[src/rtl/btn_pkg.sv]
// Shared definitions for the push-button debouncer: repeat-state encoding,
// counter width, parameter defaults and a saturating increment helper.
package btn_pkg;

  localparam int unsigned NUM_BTN           = 5;
  localparam int unsigned CNT_W             = 20;

  localparam int unsigned DB_CYCLES_DEF     = 1000;
  localparam int unsigned REPEAT_DELAY_DEF  = 50000;
  localparam int unsigned REPEAT_PERIOD_DEF = 10000;
  localparam logic [NUM_BTN-1:0] REPEAT_EN_DEF = 5'b00000;

  typedef enum logic [1:0] {
    ST_IDLE   = 2'd0,
    ST_DELAY  = 2'd1,
    ST_REPEAT = 2'd2
  } rpt_state_e;

  // Increment that sticks at all-ones instead of wrapping to zero.
  function automatic logic [CNT_W-1:0] sat_inc(input logic [CNT_W-1:0] v);
    return (&v) ? v : v + {{(CNT_W-1){1'b0}}, 1'b1};
  endfunction

endpackage

[src/rtl/btn_chan.sv]
// One button channel: two-flop synchronizer, debounce counter with
// registered level and edge pulses, and the auto-repeat state machine.
module btn_chan
  import btn_pkg::*;
#(
  parameter int unsigned DB_CYCLES     = DB_CYCLES_DEF,
  parameter int unsigned REPEAT_DELAY  = REPEAT_DELAY_DEF,
  parameter int unsigned REPEAT_PERIOD = REPEAT_PERIOD_DEF,
  parameter logic        RPT_EN        = 1'b0
) (
  input  logic clk,
  input  logic rst_n,
  input  logic btn_raw,
  output logic level,
  output logic press,
  output logic release_p
);

  logic             sync1_q, sync2_q;
  logic             level_q, level_d;
  logic [CNT_W-1:0] db_cnt_q, db_cnt_d;
  logic             press_q, press_d;
  logic             release_q, release_d;
  logic             rise, fall;
  logic             rpt_fire;
  rpt_state_e       state_q;
  logic [CNT_W-1:0] rpt_cnt_q;
  logic [31:0]      rpt_cnt_inc;

  // Bring the asynchronous button level into the clock domain.
  always_ff @(posedge clk or negedge rst_n) begin
    if (!rst_n) begin
      sync1_q <= 1'b0;
      sync2_q <= 1'b0;
    end else begin
      sync1_q <= btn_raw;
      sync2_q <= sync1_q;
    end
  end

  // Count consecutive disagreeing samples; once the count has reached
  // DB_CYCLES and the input still disagrees, flip the level and restart.
  always_comb begin
    level_d  = level_q;
    db_cnt_d = '0;
    if (sync2_q != level_q) begin
      if (32'(db_cnt_q) >= DB_CYCLES) begin
        level_d = ~level_q;
      end else begin
        db_cnt_d = sat_inc(db_cnt_q);
      end
    end
  end

  assign rise = level_d & ~level_q;
  assign fall = ~level_d & level_q;

  // Decide whether the repeat timer expires on this edge; a release wins.
  assign rpt_cnt_inc = 32'(rpt_cnt_q) + 32'd1;
  always_comb begin
    rpt_fire = 1'b0;
    case (state_q)
      ST_DELAY:  rpt_fire = (rpt_cnt_inc == REPEAT_DELAY);
      ST_REPEAT: rpt_fire = (rpt_cnt_inc == REPEAT_PERIOD);
      default:   rpt_fire = 1'b0;
    endcase
    if (fall) begin
      rpt_fire = 1'b0;
    end
  end

  // Auto-repeat FSM: arm on a press, first pulse after the delay, then
  // periodic pulses until the button is released.
  always_ff @(posedge clk or negedge rst_n) begin
    if (!rst_n) begin
      state_q   <= ST_IDLE;
      rpt_cnt_q <= '0;
    end else if (fall) begin
      state_q   <= ST_IDLE;
      rpt_cnt_q <= '0;
    end else begin
      case (state_q)
        ST_IDLE: begin
          rpt_cnt_q <= '0;
          if (rise && RPT_EN) begin
            state_q <= ST_DELAY;
          end
        end
        ST_DELAY: begin
          if (rpt_fire) begin
            state_q   <= ST_REPEAT;
            rpt_cnt_q <= '0;
          end else begin
            rpt_cnt_q <= sat_inc(rpt_cnt_q);
          end
        end
        ST_REPEAT: begin
          if (rpt_fire) begin
            rpt_cnt_q <= '0;
          end else begin
            rpt_cnt_q <= sat_inc(rpt_cnt_q);
          end
        end
        default: begin
          state_q   <= ST_IDLE;
          rpt_cnt_q <= '0;
        end
      endcase
    end
  end

  assign press_d   = rise | rpt_fire;
  assign release_d = fall;

  // Debounced level, its counter and the registered event pulses.
  always_ff @(posedge clk or negedge rst_n) begin
    if (!rst_n) begin
      level_q   <= 1'b0;
      db_cnt_q  <= '0;
      press_q   <= 1'b0;
      release_q <= 1'b0;
    end else begin
      level_q   <= level_d;
      db_cnt_q  <= db_cnt_d;
      press_q   <= press_d;
      release_q <= release_d;
    end
  end

  assign level     = level_q;
  assign press     = press_q;
  assign release_p = release_q;

endmodule

[src/rtl/btn_debounce.sv]
// Five independent debounced push-button channels with optional auto-repeat.
module btn_debounce
  import btn_pkg::*;
#(
  parameter int unsigned        DB_CYCLES     = DB_CYCLES_DEF,
  parameter int unsigned        REPEAT_DELAY  = REPEAT_DELAY_DEF,
  parameter int unsigned        REPEAT_PERIOD = REPEAT_PERIOD_DEF,
  parameter logic [NUM_BTN-1:0] REPEAT_EN     = REPEAT_EN_DEF
) (
  input  logic               clk,
  input  logic               rst_n,
  input  logic [NUM_BTN-1:0] btn,
  output logic [NUM_BTN-1:0] btn_level,
  output logic [NUM_BTN-1:0] btn_press,
  output logic [NUM_BTN-1:0] btn_release
);

  // One channel per button; nothing is shared between them.
  for (genvar i = 0; i < NUM_BTN; i++) begin : g_chan
    btn_chan #(
      .DB_CYCLES    (DB_CYCLES),
      .REPEAT_DELAY (REPEAT_DELAY),
      .REPEAT_PERIOD(REPEAT_PERIOD),
      .RPT_EN       (REPEAT_EN[i])
    ) u_chan (
      .clk      (clk),
      .rst_n    (rst_n),
      .btn_raw  (btn[i]),
      .level    (btn_level[i]),
      .press    (btn_press[i]),
      .release_p(btn_release[i])
    );
  end

endmodule

[config.mk]
export PLATFORM = sky130hd
export DESIGN_NAME = btn_debounce
export DESIGN_NICKNAME = d
export VERILOG_FILES = /design/src/rtl/btn_pkg.sv /design/src/rtl/btn_chan.sv /design/src/rtl/btn_debounce.sv
export SDC_FILE = /design/constraint.sdc
export NUM_CORES = 1
export LEC_CHECK = 0
export BUFFER_PORTS_ARGS = -buffer_cell sky130_fd_sc_hd__buf_2
export CAP_MARGIN = 20
export CORE_MARGIN = 5
export CORE_UTILIZATION = 35
export CTS_BUF_LIST = sky130_fd_sc_hd__clkbuf_8 sky130_fd_sc_hd__clkbuf_16
export DETAILED_ROUTE_END_ITERATION = 12
export RECOVER_POWER = 100
export SYNTH_ARGS = -nofsm -noshare
export SYNTH_HDL_FRONTEND = slang
export SYNTH_SLANG_ARGS = --single-unit
[constraint.sdc]
create_clock -name clk -period 3.4 [get_ports clk]
set_input_delay 0.68 -clock clk [delete_from_list [all_inputs] [get_ports clk]]
set_output_delay 0.68 -clock clk [all_outputs]
set_load 0.005 [all_outputs]
# After elaboration in Yosys (flattened, before gate mapping)
# Cells that the tools add are included.
[totals] out_inout_bits=15 reg_bits=235
[op_classes] n_reduce_logical=30 mux=70 eq_ne=45 n_bitwise=25 order_cmp=5 addsub=15
[ops] operator="20-bit 2-to-1 mux" n=35
[ops] operator="20-bit by 1-bit adder with 20-bit output (second input constant)" n=10
[ops] operator="20-bit AND reduction" n=10
[ops] operator="32-bit by 14-bit equality test with 1-bit output (second input constant)" n=5
[ops] operator="32-bit by 16-bit equality test with 1-bit output (second input constant)" n=5
[ops] operator="20-bit by 1-bit adder with 21-bit output (second input constant)" n=5
[ops] operator="20-bit by 10-bit greater-or-equal comparator with 1-bit output (second input constant)" n=5
[ops] operator="2-bit 2-to-1 mux" n=10
[ops] operator="4-bit by 2-bit != test with 1-bit output (second input constant)" n=5
[ops] operator="2-bit one-hot mux with 2 select lines" n=5
[ops] operator="2-bit OR reduction" n=10
[ops] operator="1-bit 2-to-1 mux" n=15
[ops] operator="3-bit by 1-bit != test with 1-bit output (second input constant)" n=5
[ops] operator="3-bit != test (second input constant)" n=5
[ops] operator="1-bit bitwise AND" n=10
[ops] operator="2-bit by 1-bit equality test with 1-bit output (second input constant)" n=5
[ops] operator="2-bit equality test (second input constant)" n=5
[ops] operator="2-bit logical NOT" n=5
[ops] operator="2-bit by 1-bit != test with 1-bit output (second input constant)" n=5
[ops] operator="1-bit NOT" n=10
[ops] operator="1-bit one-hot mux with 2 select lines" n=5
[ops] operator="2-bit AND reduction" n=5
[ops] operator="1-bit != test" n=5
[ops] operator="1-bit bitwise OR" n=5

# Depth between registers and ports, before layout
# Gate-level depths: netlist (run 1).
[logic_depth] depth_word=9 ltp_mapped=5 ltp_nobuf=5

# By module
# A second synthesis (run 1) with hierarchy kept.
[unflattened] hier_cells=404 area_unflattened_um2=5103.6
[by_module_without_submodules] module="btn_chan at g_chan[0].u_chan ..." instances=4 cells_each=82 area_each_um2=1034.7 seq_area_each_um2=625.6
[by_module_without_submodules] module="btn_chan at g_chan[4].u_chan" instances=1 cells_each=76 area_each_um2=964.7 seq_area_each_um2=625.6

# Worst setup path before layout (run 1)
# OpenSTA, ideal clock, no wires.
[synth_timing] kind="reg-to-reg" startpoint="register g_chan[4].u_chan.db_cnt_q[13]" endpoint="register g_chan[4].u_chan.level_q" setup_ps=125 n_path_buf=0 path_slack_ps=1636 arrival_ps=1639 stages_incl_launch_ff=4 period_less_slack_ps=1764 cell_sequence="dfrtp_1 or4_1 a2111oi_4 mux2_2"
[synth_between] elab_chain_cells=3
[synth_lines] element="start: declaration" line_no="btn_chan.sv:21" text="logic [CNT_W-1:0] db_cnt_q, db_cnt_d;"
[synth_lines] element="start signal: assignment" line_no="btn_chan.sv:124" text="db_cnt_q <= db_cnt_d;"
[synth_lines] element="20-bit by 10-bit greater-or-equal comparator with 1-bit output" line_no="btn_chan.sv:47" text="if (32'(db_cnt_q) >= DB_CYCLES) begin"
[synth_lines] element="1-bit 2-to-1 mux" line_no="btn_chan.sv:47"
[synth_lines] element="1-bit 2-to-1 mux" line_no="btn_chan.sv:46" text="if (sync2_q != level_q) begin"
[synth_lines] element="net g_chan[4].u_chan.level_d" line_no="btn_chan.sv:20" text="logic level_q, level_d;"
[synth_lines] element="end signal: assignment" line_no="btn_chan.sv:123" text="level_q <= level_d;"
[synth_lines] element="end: declaration" line_no="btn_chan.sv:20"
# The timed path passes the listed nets, and every way through them passes these cells.
# A chain may end at the register's enable or synchronous reset.

==> run summary, run 1 <==
- number of rows created at floorplan: 42
- sum of negative setup slack: 0 ns
- largest buffer count on any clock path: 2
- RePlAce Congestion: 0.8292
- final setup violation count: 0
- total length of routed met2 wires: 3388 µm
- delay-heaviest family, CP: buffers and inverters
- GR Util All Layers: 10.41%
- Register-to-Register Setup Slack: 1.48 ns
- highest net fanout along the worst path: 41
- VDD IR max: 344.5 µV
- path length in cells of the critical path: 2
- CTS HTree Levels: 4
- root cell of the clock tree: clkbuf_16
- data arrival time of the critical path: 2.79 ns
- CTS clock-pin slew for the worst setup and hold paths: 0.05 ns
- cell internal pwr: 2756 µW
- starting density of the core: 35.56%
- antenna violations before repair: 0
- violated checks: capacitance limit, slew limit
- area growth from synthesis to layout: 21.66%
- number of instances in the synthesized netlist: 374
- Setup crit end: g_chan[2].u_chan.db_cnt_q[4]$_DFFE_PN0P_
- Worst Path Buf+Inv: 2
- first-pass GRT wire length: 13030 µm
- simple-gate portion of the synthesized area: 15.84%
- Peak Freq: 450.4 MHz
- Final Worst Setup Slack: 1.180 ns
- clock insertion delay at the later pin of the skew report: 0.41 ns
- detailed-route wire length on metal 1: 3257 µm
- area inside the core boundary: 13190 µm²
- number of max-slew violations in the final report: 41
- post-synthesis sequential area ratio: 66.68%
- number of input and output port buffers inserted: 21
- switching share of total power: 20.01%
- areal power density over the cells: 603.8 nW/µm²
- die area: 15820 µm²
- Mapped Avg Cell Area: 12.54 µm²
- worst-case reg-to-reg path depth: 4
- boundary pin count: 22
- path type of the worst min-delay path: flip-flop to flip-flop
- starting DRC count in detailed routing: 78
- Setup Buffers After CTS: 0
- reg2reg start: g_chan[0].u_chan.db_cnt_q[6]$_DFFE_PN0P_
- part of the power in combinational logic: 2.0%
- total wire length: 7076 µm
- Total Nets Final: 466
- DRC: 0
- TritonCTS clock tree: done
- DR top layer: met4
- die height: 125.8 µm
- TritonCTS Sinks: 125
- cell area after synthesis: 4691 µm²
- sequence of cells on the critical path: clkbuf_1 > buf_4
- run status: finished, violations left
- count of cells resized by post-cts repair: 0
- clock network fraction of total power: 52.9%
- clock buffers created by TritonCTS: 17
- number of synthesized flops with an enable pin: 0
- worst slack at placement: 1.498 ns
- destination of the worst register-to-register timing path: g_chan[0].u_chan.db_cnt_q[6]$_DFFE_PN0P_
- post-route total power: 3446 µW
- Die Wd: 125.8 µm
- Compound-Gate Fraction of Synth Area: 3.094%
- mux contribution to synthesized area: 1.200%
- detailed-placement wirelength estimate: 4695 µm
- type of the setup path with the least slack: primary input to async pin
- Leak: 0.002465 µW
- Critical Path Slowest Stage Cell: clkbuf_1
- total of hold buffers inserted after clock tree synthesis: 0
- count of inserted antenna diode cells: 0
- delay of the slowest critical-path stage: 1.56 ns
- count of antenna-violating nets left after detailed routing: 0
- total grt overflow: 0
- net switching component of the power: 689.4 µW
- most common cell after layout, fill and taps aside: dfrtp_1
- flop and latch count out of synthesis: 125
- max-cap check violation count: 1
- Yosys cell types: 34
- number of fill cells in the layout: 1203
- sort of element at the start of the critical path: primary input
- required time at the worst-slack endpoint: 3.97 ns
- setup repair after global routing missed its margin: no
- maximum clock skew at final layout: 0.003442 ns
- Slew headroom: -48.98%
- overall via count from detail_route: 2723
- proportion of register bits with asynchronous set or reset after synthesis: 100.0%
- area share of fa/ha/maj cells after synthesis: 2.667%
- fraction of final layout cells sized beyond drive strength 1: 11.47%
- Hold Vio Cnt, Final: 0
- endpoint type of the worst setup path: async pin
- area share of xor/xnor cells in the synthesized design: 6.909%
- Warnings, synthesis: 0
- sequential power share: 45.1%
- post-detailed-route wirelength per cell: 11.09 µm
- commonest non-fill, non-tap cells in the layout: dfrtp_1 (125), nor2_1 (60), conb_1 (50)
- largest family of logic cells by synthesized area: simple AND/OR/NAND/NOR gates
- total met3 wirelength after detailed routing: 260 µm
- number of global-route vias before repair: 2980
- first-pass iteration count of the detailed router: 4
- source of the critical timing path: rst_n
- fin crit share: 65.30%
- most frequently used flop master after synthesis: dfrtp_1
- clock period minus final worst setup slack: 2.220 ns
- Worst Max-Slew Pin Slew: 2.235 ns
- drt via density: 4.268
- pin count of the biggest net entering global routing: 62
==> flip-flops by register name, summed over array words and instances (netlist names) <==
name and count:
g_chan.u_chan.db_cnt_q 100, g_chan.u_chan.release_p 5, g_chan.u_chan.press 5, g_chan.u_chan.level 5, g_chan.u_chan.sync1_q 5, g_chan.u_chan.sync2_q 5
==> layout make-up <==
type,count,area [µm²],area share (%)
clock inverters,12,143.9,2.521
repair buffers,23,120.1,2.105
well taps,176,220.2,3.859
multi-input cells,269,1579,27.67
inverters,13,48.80,0.8551
flip-flops and latches,125,3128,54.81
clock buffers,20,466.7,8.178
==> per-layer routing <==
metal / track usage [%] / up-vias
met1: 12.07 / 1325
met3: 3.937 / 14
met5: 0 / -
met4: 6.498 / 0
li1: - / 1349
met2: 16.33 / 35
==> cells by family (layout without fill, tap and decap cells) <==
family	count (synthesis)	after routing
AOI/OAI and AO/OA	18	18
xor gates and xnor gates	37	37
adders and majority gates	10	10
buffers and inverters	29	68
DFF	125	125
muxes	5	5
other	1	50
and+or+nand+nor	149	149
==> cells in the mapped netlist, types with 2 or more instances <==
| cell type | n | area share, % |
|---|---|---|
| and4_1 | 3 | 0.56 |
| o2111a_1 | 3 | 0.72 |
| nor3b_1 | 10 | 1.6 |
| nand4_1 | 11 | 1.5 |
| a31oi_1 | 2 | 0.27 |
| or4_1 | 3 | 0.48 |
| a21oi_1 | 4 | 0.43 |
| nor2_1 | 60 | 4.8 |
| dfrtp_1 | 125 | 67 |
| inv_1 | 13 | 1.0 |
| xnor2_1 | 22 | 4.1 |
| ha_1 | 10 | 2.7 |
| nand2_1 | 15 | 1.2 |
| nor3_1 | 6 | 0.64 |
| nor4_1 | 9 | 1.2 |
| xor2_1 | 15 | 2.8 |
| and3_1 | 9 | 1.2 |
| nand3_1 | 17 | 1.8 |
| o21ai_0 | 4 | 0.43 |
| mux2_2 | 5 | 1.2 |
| buf_4 | 15 | 2.4 |
==> how the worst min path moves through the flow <==
| stage | from | end | slack (ns) | cells past startpoint |
|---|---|---|---|---|
| 6_report | g_chan[1].u_chan.sync1_q$_DFF_PN0_ | g_chan[1].u_chan.sync2_q$_DFF_PN0_ | 0.35 | 0 |
| 4_1_cts | rst_n | g_chan[3].u_chan.db_cnt_q[5]$_DFFE_PN0P_ | 0.26 | 1 |
| 3_3_place_gp | g_chan[1].u_chan.sync1_q$_DFF_PN0_ | g_chan[1].u_chan.sync2_q$_DFF_PN0_ | 0.33 | 0 |
| 3_5_place_dp | g_chan[1].u_chan.sync1_q$_DFF_PN0_ | g_chan[1].u_chan.sync2_q$_DFF_PN0_ | 0.33 | 0 |
| 2_1_floorplan | g_chan[0].u_chan.sync1_q$_DFF_PN0_ | g_chan[0].u_chan.sync2_q$_DFF_PN0_ | 0.33 | 0 |
| 5_1_grt | btn[1] | g_chan[1].u_chan.sync1_q$_DFF_PN0_ | 0.35 | 1 |
==> through the flow <==
step | util [%] | cells | cell area [µm²] | hold WS [ns]
2_1_floorplan | - | 423 | 4875 | 0.3312
3_3_place_gp | 38.77 | 606 | 5114 | 0.3314
3_5_place_dp | 38.77 | 606 | 5114 | 0.3347
4_1_cts | 43.40 | 638 | 5724 | 0.2592
5_1_grt | 43.27 | 638 | 5707 | 0.3505
6_report | 43.27 | 638 | 5707 | 0.3462
==> power by group through the flow <==
stage | registers, µW | clock network, µW | logic (µW)
6_report | 1550 | 1820 | 68.4
5_1_grt | 1560 | 1950 | 83.2
4_1_cts | 1550 | 1870 | 73.2
3_5_place_dp | 1580 | 0 | 72.8
3_3_place_gp | 1580 | 0 | 71.0
2_1_floorplan | 1570 | 0 | 35.9
Note: power is estimated with default switching activity, not from simulation.
==> run 2, diff against run 1 <==
ABC_AREA = 1   (was default)
clock period = 2.2 ns   (was 3.4 ns; I/O delays follow)
==> run summary, run 2 <==
- DRC: 0
- starting density of the core: 35.44%
- CTS clock-pin slew for the worst setup and hold paths: 0.05 ns
- root cell of the clock tree: clkbuf_16
- largest buffer count on any clock path: 2
- clock period minus final worst setup slack: 1.684 ns
- setup repair after global routing missed its margin: no
- Yosys cell types: 28
- ranking of synthesized cells by area: dfrtp_1 (64%), nor2_1 (7.9%), nand2_1 (5.4%)
- fraction of final layout cells sized beyond drive strength 1: 8.007%
- Final Worst Setup Slack: 0.5160 ns
- die height: 128.3 µm
- TritonCTS Sinks: 125
- portion of synthesized cell area occupied by the leading cell type: 63.82%
- source of the critical timing path: g_chan[0].u_chan.db_cnt_q[16]$_DFFE_PN0P_
- required time at the worst-slack endpoint: 2.52 ns
- post-detailed-route wirelength per cell: 9.634 µm
- Mapped Avg Cell Area: 9.841 µm²
- maximum clock skew at final layout: 0.005941 ns
- Die Wd: 128.3 µm
- overall via count from detail_route: 3183
- first-pass iteration count of the detailed router: 4
- share of the core filled with cells in the final layout: 42.52%
- number of synthesized flops with an enable pin: 0
- run status: complete, no violations
- most frequently used cell type in the post-synthesis netlist: dfrtp_1
- count of antenna-violating nets left after detailed routing: 0
- Placed Area: 5345 µm²
- number of input and output port buffers inserted: 21
- clock insertion delay at the later pin of the skew report: 0.40 ns
- clock buffers created by TritonCTS: 17
- Largest Register: g_chan.u_chan.db_cnt_q
- flop and latch count out of synthesis: 125
- sum of negative setup slack: 0 ns
- worst hold start: btn[3]
- max-cap check violation count: 0
- boundary pin count: 22
- most frequently used flop master after synthesis: dfrtp_1
- most area-hungry cell type in the Yosys netlist: dfrtp_1
- path type of the worst min-delay path: primary input to flip-flop
- count of inserted antenna diode cells: 0
- number of rows created at floorplan: 43
- endpoint type of the worst setup path: flip-flop
- Slew headroom: 44.70%
- TritonCTS clock tree: done
- GR Util All Layers: 10.21%
- reg2reg start: g_chan[0].u_chan.db_cnt_q[16]$_DFFE_PN0P_
- CTS HTree Levels: 4
- detailed-placement wirelength estimate: 4991 µm
- total grt overflow: 0
- area growth from synthesis to layout: 19.96%
- Warnings, synthesis: 0
- type of the setup path with the least slack: flip-flop to flip-flop
- worst slack at placement: 0.7037 ns
- highest net fanout along the worst path: 8
- Total Nets Final: 592
- first-pass GRT wire length: 13370 µm
- total wire length: 7389 µm
- cell area after synthesis: 4901 µm²
- data arrival time of the critical path: 2.00 ns
- proportion of register bits with asynchronous set or reset after synthesis: 100.0%
- Peak Freq: 593.8 MHz
- Setup Buffers After CTS: 0
- pin count of the biggest net entering global routing: 65
- RePlAce Congestion: 0.8004
- drt via density: 4.150
- final setup violation count: 0
- antenna violations before repair: 0
- fin crit share: 76.54%
- area inside the core boundary: 13830 µm²
- areal power density over the cells: 885.6 nW/µm²
- ranking of synthesized cells by instance count: dfrtp_1 (125), nor2_1 (103), nand2_1 (70), inv_1 (66)
- post-synthesis sequential area ratio: 63.82%
- Leak: 0.002754 µW
- starting DRC count in detailed routing: 198
- Worst Max-Slew Pin Slew: 0.8295 ns
- design area: 5879 µm²
- die area: 16470 µm²
- number of max-slew violations in the final report: 0
- number of global-route vias before repair: 3117
- Hold Vio Cnt, Final: 0
- sort of element at the start of the critical path: flip-flop
- number of instances in the synthesized netlist: 498
- commonest non-fill, non-tap cells in the layout: dfrtp_1 (125), nor2_1 (108), nand2_1 (72)
- Largest register FFs: 100
- most common cell after layout, fill and taps aside: dfrtp_1
- VDD IR max: 481.6 µV
==> run 2: changes by cell type after synthesis, moves of 12 or more <==
cell and change:
nor2_1 +43, inv_1 +53, nand2_1 +55, xnor2_1 -21, a21oi_1 +14, nor3_1 +12
xor2_1 -15
==> run 2: per-layer routing <==
layer | vias up | GRT usage, % | wire, µm
li1 | 1651 | - | -
met1 | 1469 | 11.76 | 3382
met2 | 54 | 16.83 | 3605
met3 | 9 | 4.276 | 332
met4 | 0 | 4.245 | 69
met5 | - | 0 | 0
==> run 2: cell families (layout without fill, tap and decap cells) <==
family	Yosys count	count (layout)	share of synthesized area (%)
AND/OR/NAND/NOR	240	240	21.60
flip-flops	125	125	63.82
buffers and inverters	81	121	7.353
AO/OA/AOI/OAI	40	40	4.416
adder cells (fa/ha/maj)	10	10	2.553
other	1	50	0.07652
XOR/XNOR	1	1	0.1787
==> run 2: what timing repair did <==
action	in CTS	in global routing
endpoints found under the hold margin	20	0
gates resized for setup	0	0
hold buffers	1	0
==> run 2: layout make-up <==
class / instances / area (µm²)
tap: 180 / 225.2
multi-input combinational: 341 / 1554
clock inverter: 9 / 93.84
fill: 1310 / 7948
timing repair buffer: 24 / 136.4
inverter: 66 / 247.7
clock buffer: 22 / 494.2
sequential: 125 / 3128
==> run 2: worst max-delay path, cell delays in order (launching register included) <==
cell     delay (ns)
dfrtp_1        0.37
or2_0          0.21
nor2_1         0.10
nand3_1        0.13
nor2_1         0.46
o21ai_1        0.16
a21oi_1        0.17
==> run 2: power by group <==
part / internal (µW) / switching [µW]
sequential: 2370 / 27.5
combinational: 36.4 / 84.3
clock: 1790 / 895
total: 4200 / 1010
==> run 2: path summary, 6_finish.rpt <==
| path | to | slack [ns] | depth (start not counted) |
|---|---|---|---|
| min reg2reg | g_chan[4].u_chan.sync2_q$_DFF_PN0_ | 0.35 | 0 |
| max | g_chan[0].u_chan.db_cnt_q[4]$_DFFE_PN0P_ | 0.52 | 6 |
| max in group asynchronous | g_chan[3].u_chan.db_cnt_q[16]$_DFFE_PN0P_ | 0.57 | 3 |
| max reg2reg | g_chan[0].u_chan.db_cnt_q[4]$_DFFE_PN0P_ | 0.52 | 6 |
| min | g_chan[3].u_chan.sync1_q$_DFF_PN0_ | 0.15 | 1 |
| min in group asynchronous | g_chan[1].u_chan.sync2_q$_DFF_PN0_ | 0.47 | 2 |
==> run 2: metrics by stage <==
step / cells / hold WS [ns] / power (µW)
floorplan: 547 / 0.1444 / 2502
finish: 767 / 0.1450 / 5207
global route: 767 / 0.1191 / 5423
global placement: 735 / 0.3345 / 2566
detailed placement: 735 / 0.3358 / 2571
CTS: 767 / 0.1223 / 5302
==> run 3, diff against run 2 <==
ABC_AREA = 0   (was 1)
clock period = 1.6 ns   (was 2.2 ns; I/O delays follow)
==> run summary, run 3 (synthesis results as in run 1) <==
- Register-to-Register Setup Slack: -0.16 ns
- area growth from synthesis to layout: 26.33%
- post-detailed-route wirelength per cell: 10.94 µm
- fin crit share: 110.3%
- first-pass GRT wire length: 12910 µm
- required time at the worst-slack endpoint: 1.89 ns
- maximum clock skew at final layout: 0.008394 ns
- TritonCTS Sinks: 125
- sort of element at the start of the critical path: flip-flop
- Largest Register: g_chan.u_chan.db_cnt_q
- commonest non-fill, non-tap cells in the layout: dfrtp_1 (125), nor2_1 (54), conb_1 (50)
- number of input and output port buffers inserted: 21
- highest net fanout along the worst path: 5
- total grt overflow: 0
- clock period minus final worst setup slack: 1.765 ns
- fraction of final layout cells sized beyond drive strength 1: 18.18%
- DRC: 0
- Leak: 0.002565 µW
- die height: 125.8 µm
- reg2reg start: g_chan[4].u_chan.db_cnt_q[19]$_DFFE_PN0P_
- overall via count from detail_route: 2810
- GR Util All Layers: 10.16%
- antenna violations before repair: 0
- CTS clock-pin slew for the worst setup and hold paths: 0.05 ns
- detailed-placement wirelength estimate: 4700 µm
- TritonCTS clock tree: done
- endpoint type of the worst setup path: flip-flop
- worst slack at placement: -0.1566 ns
- number of global-route vias before repair: 2927
- Largest register FFs: 100
- Hold Vio Cnt, Final: 0
- clock insertion delay at the later pin of the skew report: 0.41 ns
- count of antenna-violating nets left after detailed routing: 0
- Setup crit end: g_chan[4].u_chan.level$_DFF_PN0_
- starting density of the core: 35.56%
- run status: finished, violations left
- RePlAce Congestion: 0.7448
- number of max-slew violations in the final report: 0
- pin count of the biggest net entering global routing: 78
- number of rows created at floorplan: 42
- die area: 15820 µm²
- setup repair after global routing missed its margin: yes
- CTS HTree Levels: 4
- total wire length: 7219 µm
- areal power density over the cells: 1219 nW/µm²
- starting DRC count in detailed routing: 157
- design area: 5926 µm²
- Peak Freq: 566.7 MHz
- area inside the core boundary: 13190 µm²
- most common cell after layout, fill and taps aside: dfrtp_1
- path type of the worst min-delay path: primary input to flip-flop
- max-cap check violation count: 0
- post-route total power: 7221 µW
- drt via density: 4.258
- data arrival time of the critical path: 2.05 ns
- boundary pin count: 22
- violated checks: setup timing
- root cell of the clock tree: clkbuf_16
- Worst Max-Slew Pin Slew: 0.9184 ns
- clock buffers created by TritonCTS: 17
- source of the critical timing path: g_chan[4].u_chan.db_cnt_q[19]$_DFFE_PN0P_
- Final Worst Setup Slack: -0.1646 ns
- Placed Area: 5224 µm²
- count of inserted antenna diode cells: 0
- worst-case reg-to-reg path depth: 4
- type of the setup path with the least slack: flip-flop to flip-flop
- largest buffer count on any clock path: 2
- share of the core filled with cells in the final layout: 44.93%
- Total Nets Final: 488
- VDD IR max: 722.1 µV
- first-pass iteration count of the detailed router: 4
- destination of the worst register-to-register timing path: g_chan[4].u_chan.level$_DFF_PN0_
- final setup violation count: 12
- Slew headroom: 38.77%
- Die Wd: 125.8 µm
[run 3: cell count changes in the layout (fill, tap and decap cells not counted), moves of 12 or more]
| cell | delta |
|---|---|
| nor2_1 | -54 |
| a21oi_1 | -15 |
| xor2_1 | +15 |
| xnor2_1 | +21 |
| nor3_1 | -12 |
| inv_1 | -56 |
| nand2_1 | -60 |
| buf_4 | +15 |
[run 3: what timing repair did]
| action | in CTS | in global routing |
|---|---|---|
| resized for setup | 3 | 17 |
| setup buffers | 0 | 5 |
| pin swaps | 2 | 3 |
| hold endpoints to repair | 128 | 0 |
| hold buffers | 4 | 0 |
| gates cloned | 0 | 1 |
| setup endpoints to repair | 16 | 40 |
[run 3: critical path: stages, from the launching register on]
cell	delay (ns)
dfrtp_1	0.36
or4_4	0.54
a2111oi_4	0.27
buf_4	0.19
mux2_4	0.29
[run 3: power breakdown]
group	leakage [µW]	switching, µW	internal [µW]
Sequential	0.00159	40.4	3260
Combinational	0.000698	105	50.3
Clock	0.000281	1340	2420
Total	0.00256	1490	5730
[run 3: per-layer routing]
metal  vias to the layer above  GRT usage, %  routed length [µm]
li1                       1397             -                   -
met1                      1374         12.19                3296
met2                        30         15.42                3507
met3                         9         4.530                 320
met4                         0         5.426                  95
met5                         -             0                   0
[run 3: how the worst min path moves through the flow]
stage                                             startpoint                                  endpoint  slack [ns]  cells past startpoint
after floorplan                                        rst_n  g_chan[0].u_chan.db_cnt_q[0]$_DFFE_PN0P_        0.02                      0
after global placement    g_chan[1].u_chan.sync1_q$_DFF_PN0_        g_chan[1].u_chan.sync2_q$_DFF_PN0_        0.33                      0
after detailed placement  g_chan[1].u_chan.sync1_q$_DFF_PN0_        g_chan[1].u_chan.sync2_q$_DFF_PN0_        0.33                      0
after CTS                                             btn[1]        g_chan[1].u_chan.sync1_q$_DFF_PN0_       0.001                      1
after global routing                                  btn[1]        g_chan[1].u_chan.sync1_q$_DFF_PN0_      0.0005                      1
final                                                 btn[1]        g_chan[1].u_chan.sync1_q$_DFF_PN0_        0.02                      1
[run 3: stage by stage]
| step | TNS, ns | instances | hold WS (ns) |
|---|---|---|---|
| 6_report | -1.002 | 660 | 0.02392 |
| 5_1_grt | -2.021 | 660 | 0.0004918 |
| 4_1_cts | -1.647 | 654 | 0.001070 |
| 3_5_place_dp | -1.571 | 618 | 0.3347 |
| 3_3_place_gp | -0.9847 | 618 | 0.3327 |
| 2_1_floorplan | -0.3150 | 423 | 0.02441 |
[run 3: area by class of cell]
class / instances / area (µm²)
fillers: 1199 / 7264
flip-flops and latches: 125 / 3128
multi-input cells: 270 / 1654
inverters: 13 / 48.80
clock inverters: 12 / 137.6
repair buffers: 44 / 270.3
well taps: 176 / 220.2
clock buffers: 20 / 466.7
